===== src/rtl/rom_msg_sender_pkg.sv =====
// Shared types and constants for the ROM message player.
// DEF_TERM must match the terminator used by the payload-generation script.
package rom_msg_pkg;

  typedef enum logic [2:0] {
    IDLE  = 3'd0,
    FETCH = 3'd1,
    DATA  = 3'd2,
    SEND  = 3'd3,
    DONE  = 3'd4
  } state_t;

  localparam logic [7:0] DEF_TERM = 8'h00;

  function automatic int addr_w(input int sel_w, input int slot_w);
    return sel_w + slot_w;
  endfunction

endpackage


===== src/rtl/rom_msg_sender_if.sv =====
// Bus bundle between the message player, the ROM read port and the UART tx side.
// master = player, slave = environment (ROM, UART, start source).
interface rom_msg_if #(
  parameter int DATA_W = 8,
  parameter int SEL_W  = 2,
  parameter int SLOT_W = 6
);
  localparam int ADDR_W = rom_msg_pkg::addr_w(SEL_W, SLOT_W);

  logic              start;
  logic [SEL_W-1:0]  msg_sel;
  logic [ADDR_W-1:0] rd_addr;
  logic [DATA_W-1:0] rd_data;
  logic              tx_full;
  logic              wr;
  logic [DATA_W-1:0] w_data;
  logic              busy;
  logic              done_tick;

  modport master (
    input  start, msg_sel, rd_data, tx_full,
    output rd_addr, wr, w_data, busy, done_tick
  );

  modport slave (
    output start, msg_sel, rd_data, tx_full,
    input  rd_addr, wr, w_data, busy, done_tick
  );
endinterface


===== src/rtl/rom_msg_sender.sv =====
// Streams a terminator-delimited message from a 1-cycle-latency ROM slot into the UART tx FIFO.
// Define ROM_MSG_SENDER_REPEAT_EN to add repeat_mode (loop the selected message until cleared).
module rom_msg_sender
  import rom_msg_pkg::*;
#(
  parameter int              DATA_W = 8,
  parameter int              SEL_W  = 2,
  parameter int              SLOT_W = 6,
  parameter logic [DATA_W-1:0] TERM = DATA_W'(DEF_TERM)
) (
  input logic clk,
  input logic reset_n,
`ifdef ROM_MSG_SENDER_REPEAT_EN
  input logic repeat_mode,
`endif
  rom_msg_if.master bus
);

  state_t              state_r, state_s;
  logic [SEL_W-1:0]    sel_r, sel_s;
  logic [SLOT_W-1:0]   offset_r, offset_s;
  logic [DATA_W-1:0]   data_r, data_s;
  logic                wr_s, busy_s, done_s;

  localparam logic [SLOT_W-1:0] OFFSET_MAX = {SLOT_W{1'b1}};
  localparam logic [SLOT_W-1:0] OFFSET_ONE = {{(SLOT_W-1){1'b0}}, 1'b1};

  // State and datapath registers
  always_ff @(posedge clk or negedge reset_n) begin
    if (!reset_n) begin
      state_r  <= IDLE;
      sel_r    <= {SEL_W{1'b0}};
      offset_r <= {SLOT_W{1'b0}};
      data_r   <= {DATA_W{1'b0}};
    end else begin
      state_r  <= state_s;
      sel_r    <= sel_s;
      offset_r <= offset_s;
      data_r   <= data_s;
    end
  end

  // Next-state and datapath update
  always_comb begin
    state_s  = state_r;
    sel_s    = sel_r;
    offset_s = offset_r;
    data_s   = data_r;
    case (state_r)
      IDLE: begin
        if (bus.start) begin
          sel_s    = bus.msg_sel;
          offset_s = {SLOT_W{1'b0}};
          state_s  = FETCH;
        end else begin
          state_s  = IDLE;
        end
      end
      FETCH: begin
        state_s = DATA;
      end
      DATA: begin
        if (bus.rd_data == TERM) begin
          state_s = DONE;
        end else begin
          data_s  = bus.rd_data;
          state_s = SEND;
        end
      end
      SEND: begin
        // Last offset of the slot ends the message without needing a terminator.
        if (bus.tx_full) begin
          state_s = SEND;
        end else if (offset_r == OFFSET_MAX) begin
          state_s = DONE;
        end else begin
          offset_s = offset_r + OFFSET_ONE;
          state_s  = FETCH;
        end
      end
      DONE: begin
`ifdef ROM_MSG_SENDER_REPEAT_EN
        if (repeat_mode) begin
          offset_s = {SLOT_W{1'b0}};
          state_s  = FETCH;
        end else begin
          state_s  = IDLE;
        end
`else
        state_s = IDLE;
`endif
      end
      default: begin
        state_s = IDLE;
      end
    endcase
  end

  // Outputs decoded from the state register
  always_comb begin
    wr_s   = 1'b0;
    busy_s = 1'b1;
    done_s = 1'b0;
    case (state_r)
      IDLE: begin
        busy_s = 1'b0;
      end
      SEND: begin
        if (bus.tx_full) begin
          wr_s = 1'b0;
        end else begin
          wr_s = 1'b1;
        end
      end
      DONE: begin
        done_s = 1'b1;
      end
      default: begin
        wr_s = 1'b0;
      end
    endcase
  end

  assign bus.rd_addr   = {sel_r, offset_r};
  assign bus.w_data    = data_r;
  assign bus.wr        = wr_s;
  assign bus.busy      = busy_s;
  assign bus.done_tick = done_s;

endmodule


===== src/flat_wrapper.sv =====
// flat-port wrapper written by rule: the top's interface ports become plain ports
module rom_msg_sender_flat import rom_msg_pkg::*;
#(
  parameter int              DATA_W = 8,
  parameter int              SEL_W  = 2,
  parameter int              SLOT_W = 6,
  parameter logic [DATA_W-1:0] TERM = DATA_W'(DEF_TERM)
)
  (clk, reset_n, bus_start, bus_msg_sel, bus_rd_data, bus_tx_full, bus_rd_addr, bus_wr, bus_w_data, bus_busy, bus_done_tick);
  rom_msg_if #(.DATA_W(DATA_W), .SEL_W(SEL_W), .SLOT_W(SLOT_W)) bus_i ();
  input logic clk;
  input logic reset_n;
  input wire logic [$bits(bus_i.start)-1:0] bus_start;
  input wire logic [$bits(bus_i.msg_sel)-1:0] bus_msg_sel;
  input wire logic [$bits(bus_i.rd_data)-1:0] bus_rd_data;
  input wire logic [$bits(bus_i.tx_full)-1:0] bus_tx_full;
  output wire logic [$bits(bus_i.rd_addr)-1:0] bus_rd_addr;
  output wire logic [$bits(bus_i.wr)-1:0] bus_wr;
  output wire logic [$bits(bus_i.w_data)-1:0] bus_w_data;
  output wire logic [$bits(bus_i.busy)-1:0] bus_busy;
  output wire logic [$bits(bus_i.done_tick)-1:0] bus_done_tick;
  assign bus_i.start = bus_start;
  assign bus_i.msg_sel = bus_msg_sel;
  assign bus_i.rd_data = bus_rd_data;
  assign bus_i.tx_full = bus_tx_full;
  assign bus_rd_addr = bus_i.rd_addr;
  assign bus_wr = bus_i.wr;
  assign bus_w_data = bus_i.w_data;
  assign bus_busy = bus_i.busy;
  assign bus_done_tick = bus_i.done_tick;
  rom_msg_sender #(.DATA_W(DATA_W), .SEL_W(SEL_W), .SLOT_W(SLOT_W), .TERM(TERM)) u_core (.clk(clk), .reset_n(reset_n), .bus(bus_i));
endmodule

===== config.mk =====
export PLATFORM = sky130hd
export DESIGN_NAME = rom_msg_sender_flat
export DESIGN_NICKNAME = d
export VERILOG_FILES = /design/src/rtl/rom_msg_sender_pkg.sv /design/src/rtl/rom_msg_sender_if.sv /design/src/rtl/rom_msg_sender.sv /design/src/flat_wrapper.sv
export SDC_FILE = /design/constraint.sdc
export NUM_CORES = 1
export LEC_CHECK = 0
export CORE_MARGIN = 10
export CORE_UTILIZATION = 38
export CTS_CLUSTER_DIAMETER = 120
export DETAILED_ROUTE_END_ITERATION = 10
export GPL_ROUTABILITY_DRIVEN = 0
export PLACE_DENSITY = 0.69
export SLEW_MARGIN = 5
export SYNTH_ARGS = -nofsm -noshare
export SYNTH_HDL_FRONTEND = slang
export SYNTH_SLANG_ARGS = --single-unit
export TNS_END_PERCENT = 5

===== constraint.sdc =====
create_clock -name clk -period 2.75 [get_ports clk]
set_clock_uncertainty 0.05 [all_clocks]
set_input_delay 0.275 -clock clk [delete_from_list [all_inputs] [get_ports clk]]
set_output_delay 0.275 -clock clk [all_outputs]
set_load 0.1 [all_outputs]

==> results.sh <==
export IMPL_worstPathRequired_ns=2.42
export IMPL_avgSynthCellArea_um2=11.7
export IMPL_setup_viol=0
export IMPL_overflow=0
export IMPL_numPortBuffers=32
export IMPL_rsz0062_at_grt="no"
export IMPL_crit_arrival_ns=1.67
export IMPL_diodes=0
export IMPL_wire_per_inst_um=16.6
export IMPL_final_hold_violation_count=0
export IMPL_die_area_um2=4940
export IMPL_drive_gt1_share_pct=33.9
export IMPL_core_area_um2=2450
export IMPL_nNetsFinal=131
export IMPL_yosysTopAreaCell="dfrtp_1"
export IMPL_synthArstFlopShare_pct=100
export IMPL_clock_sinks=19
export IMPL_worst_path_max_delay_cell="dfrtp_1"
export IMPL_grt_start_max_net_pins=20
export IMPL_yosysMostFrequentCell="dfrtp_1"
export IMPL_min_period_over_period_pct=72.6
export IMPL_die_height_um=70.3
export IMPL_viasPerCell=5.32
export IMPL_clk_latency_ns=0.31
export IMPL_die_w_um=70.3
export IMPL_slew_headroom_pct=42.3
export IMPL_outcome="finished, final reports clean"
export IMPL_cts_reportedPaths_clkPinSlew_ns=0.12
export IMPL_num_vias=772
export IMPL_cts_buffer_depth=2
export IMPL_yosys_warnings=0
export IMPL_place_hpwl_um=1860
export IMPL_syn_num_nets=97
export IMPL_tritoncts="built"
export IMPL_fmax_mhz=501
export IMPL_min_period_ns=2.00
export IMPL_syn_cell_area_um2=961
export IMPL_rows=18
export IMPL_io_pins=33
export IMPL_worstMarginPinSlew_ns=0.863
export IMPL_grt_antenna_before_repair=0
export IMPL_dr_pass1_iters=4
export IMPL_cp_max_fo=9
export IMPL_cap_violations=0
export IMPL_hold_slack_ns=0.390
export IMPL_area_growth_synth_to_final_pct=32.8
export IMPL_crit_path_end_kind="primary output"
export IMPL_synth_flop_cell="dfrtp_1"
export IMPL_hold_buffers=0
export IMPL_htreeDepth=1
export IMPL_final_max_slew_viol_count=0
export IMPL_initialDrtViolationCount=46
export IMPL_grt_pass1_vias=741
export IMPL_start_util_pct=39.1
export IMPL_cts_buffers=3
export IMPL_final_antenna_net_count=0
export IMPL_root_buffer="clkbuf_4"
export IMPL_worstHoldPathType="primary input to asynchronous set/reset pin"
export IMPL_drc=0
export IMPL_path_cells="nand3b_1 > nor2_1 > buf_4"
export IMPL_design_area_um2=1280
export IMPL_routed_wl_um=2410
export IMPL_synthTopCellsByCount="dfrtp_1, mux2_2, nand2_1, a21oi_1, nor2_1"
export IMPL_ys_types=34
export IMPL_tns_ns=0
export IMPL_critPathLaunchType="register"
export IMPL_synth_area_leaders="dfrtp_1, mux2_2, nand2_1, nor4b_4, buf_6"
export IMPL_synth_edff_count=0
export IMPL_synth_cells=82
export IMPL_grtUsageTotal_pct=9.66
export IMPL_critPathMaxStageDelay_ns=0.59
export IMPL_cts_resized=0
export IMPL_final_fill_count=244
export IMPL_synth_top_area_share_pct=49.5
export IMPL_critPathKind="register to primary output"
export IMPL_placed_area_um2=1250
export IMPL_grt_pass1_wl_um=3970
export IMPL_yosysSeqAreaShare_pct=49.5
export IMPL_post_cts_buffers=0
export IMPL_ys_ff_latch=19
[per-layer routing]
| layer | vias to the layer above | part of all wire, % | global-route usage (%) | routed length, um |
|---|---|---|---|---|
| met5 | - | 0 | 0 | 0 |
| met4 | 0 | 1.3 | 4.61 | 31 |
| met3 | 4 | 4.7 | 2.97 | 114 |
| met2 | 12 | 52 | 15.0 | 1240 |
| met1 | 381 | 42 | 11.7 | 1020 |
| li1 | 375 | - | - | - |
[logic make-up (layout without fill, tap and decap cells)]
logic type / Yosys count / in the layout / share of synthesized area, %
compound gates: 18 / 18 / 13.8
simple gates: 31 / 31 / 21.4
mux: 9 / 9 / 10.5
buf+inv: 4 / 37 / 3.52
fa+ha+maj: 1 / 1 / 1.30
flops: 19 / 19 / 49.5
[cell type report]
| class | count | area [um2] | share of cell area (%) |
|---|---|---|---|
| Clock buffer | 3 | 22.5 | 1.76 |
| Clock inverter | 1 | 7.51 | 0.588 |
| Inverter | 1 | 3.75 | 0.294 |
| Multi-Input combinational cell | 59 | 457 | 35.8 |
| Sequential cell | 19 | 475 | 37.3 |
| Tap cell | 30 | 37.5 | 2.94 |
| Timing Repair Buffer | 32 | 273 | 21.4 |
[critical path: cells and delay by family (launching register included)]
kind	cells	cell delay, ns
flops	1	0.59
simple gates	2	0.46
buf+inv	1	0.31
[registers in the layout, summed over array words and instances (netlist names)]
signal / flops
u_core.bus.w_data: 8
u_core.offset_r: 6
u_core.state_r: 3
u_core.sel_r: 2
[cell usage in the layout, fill, tap and decap left out, types with 2 or more instances in the layout]
master	Yosys	layout
dfrtp_1	19	19
mux2_2	9	9
and3_1	2	2
clkdlybuf4s50_1	0	13
a31oi_1	2	2
nand2b_1	2	2
nand3_1	3	3
nor4_1	2	2
nand2_1	7	7
nor2_1	4	4
nand3b_1	3	3
a21oi_1	4	4
clkbuf_4	0	3
buf_4	1	19
o21ai_0	2	2
[final timing paths]
kind                       depth (start not counted)                             start  slack, ns                          endpoint
min in group clk                                   1  u_core.bus.w_data[5]$_DFFE_PN0P_       0.47  u_core.bus.w_data[5]$_DFFE_PN0P_
max reg2reg                                        4       u_core.state_r[1]$_DFF_PN0_       1.10    u_core.offset_r[0]$_DFFE_PN0P_
min                                                1                           reset_n       0.39  u_core.bus.w_data[6]$_DFFE_PN0P_
max in group asynchronous                          1                           reset_n       1.73    u_core.offset_r[0]$_DFFE_PN0P_
min reg2reg                                        1  u_core.bus.w_data[5]$_DFFE_PN0P_       0.47  u_core.bus.w_data[5]$_DFFE_PN0P_
max                                                3       u_core.state_r[1]$_DFF_PN0_       0.75                            bus_wr
[metrics by stage]
stage                     setup WS [ns]  util, %  std cells
after detailed placement          0.801     50.8        141
final                             0.753     52.0        145
after floorplan                   0.448        -         82
after global routing              0.641     52.0        145
after global placement            0.833     50.8        141
after CTS                         0.751     52.0        145
Power is not shown: default switching activity piles up to over one toggle a cycle in this logic, so the estimate is an artifact.
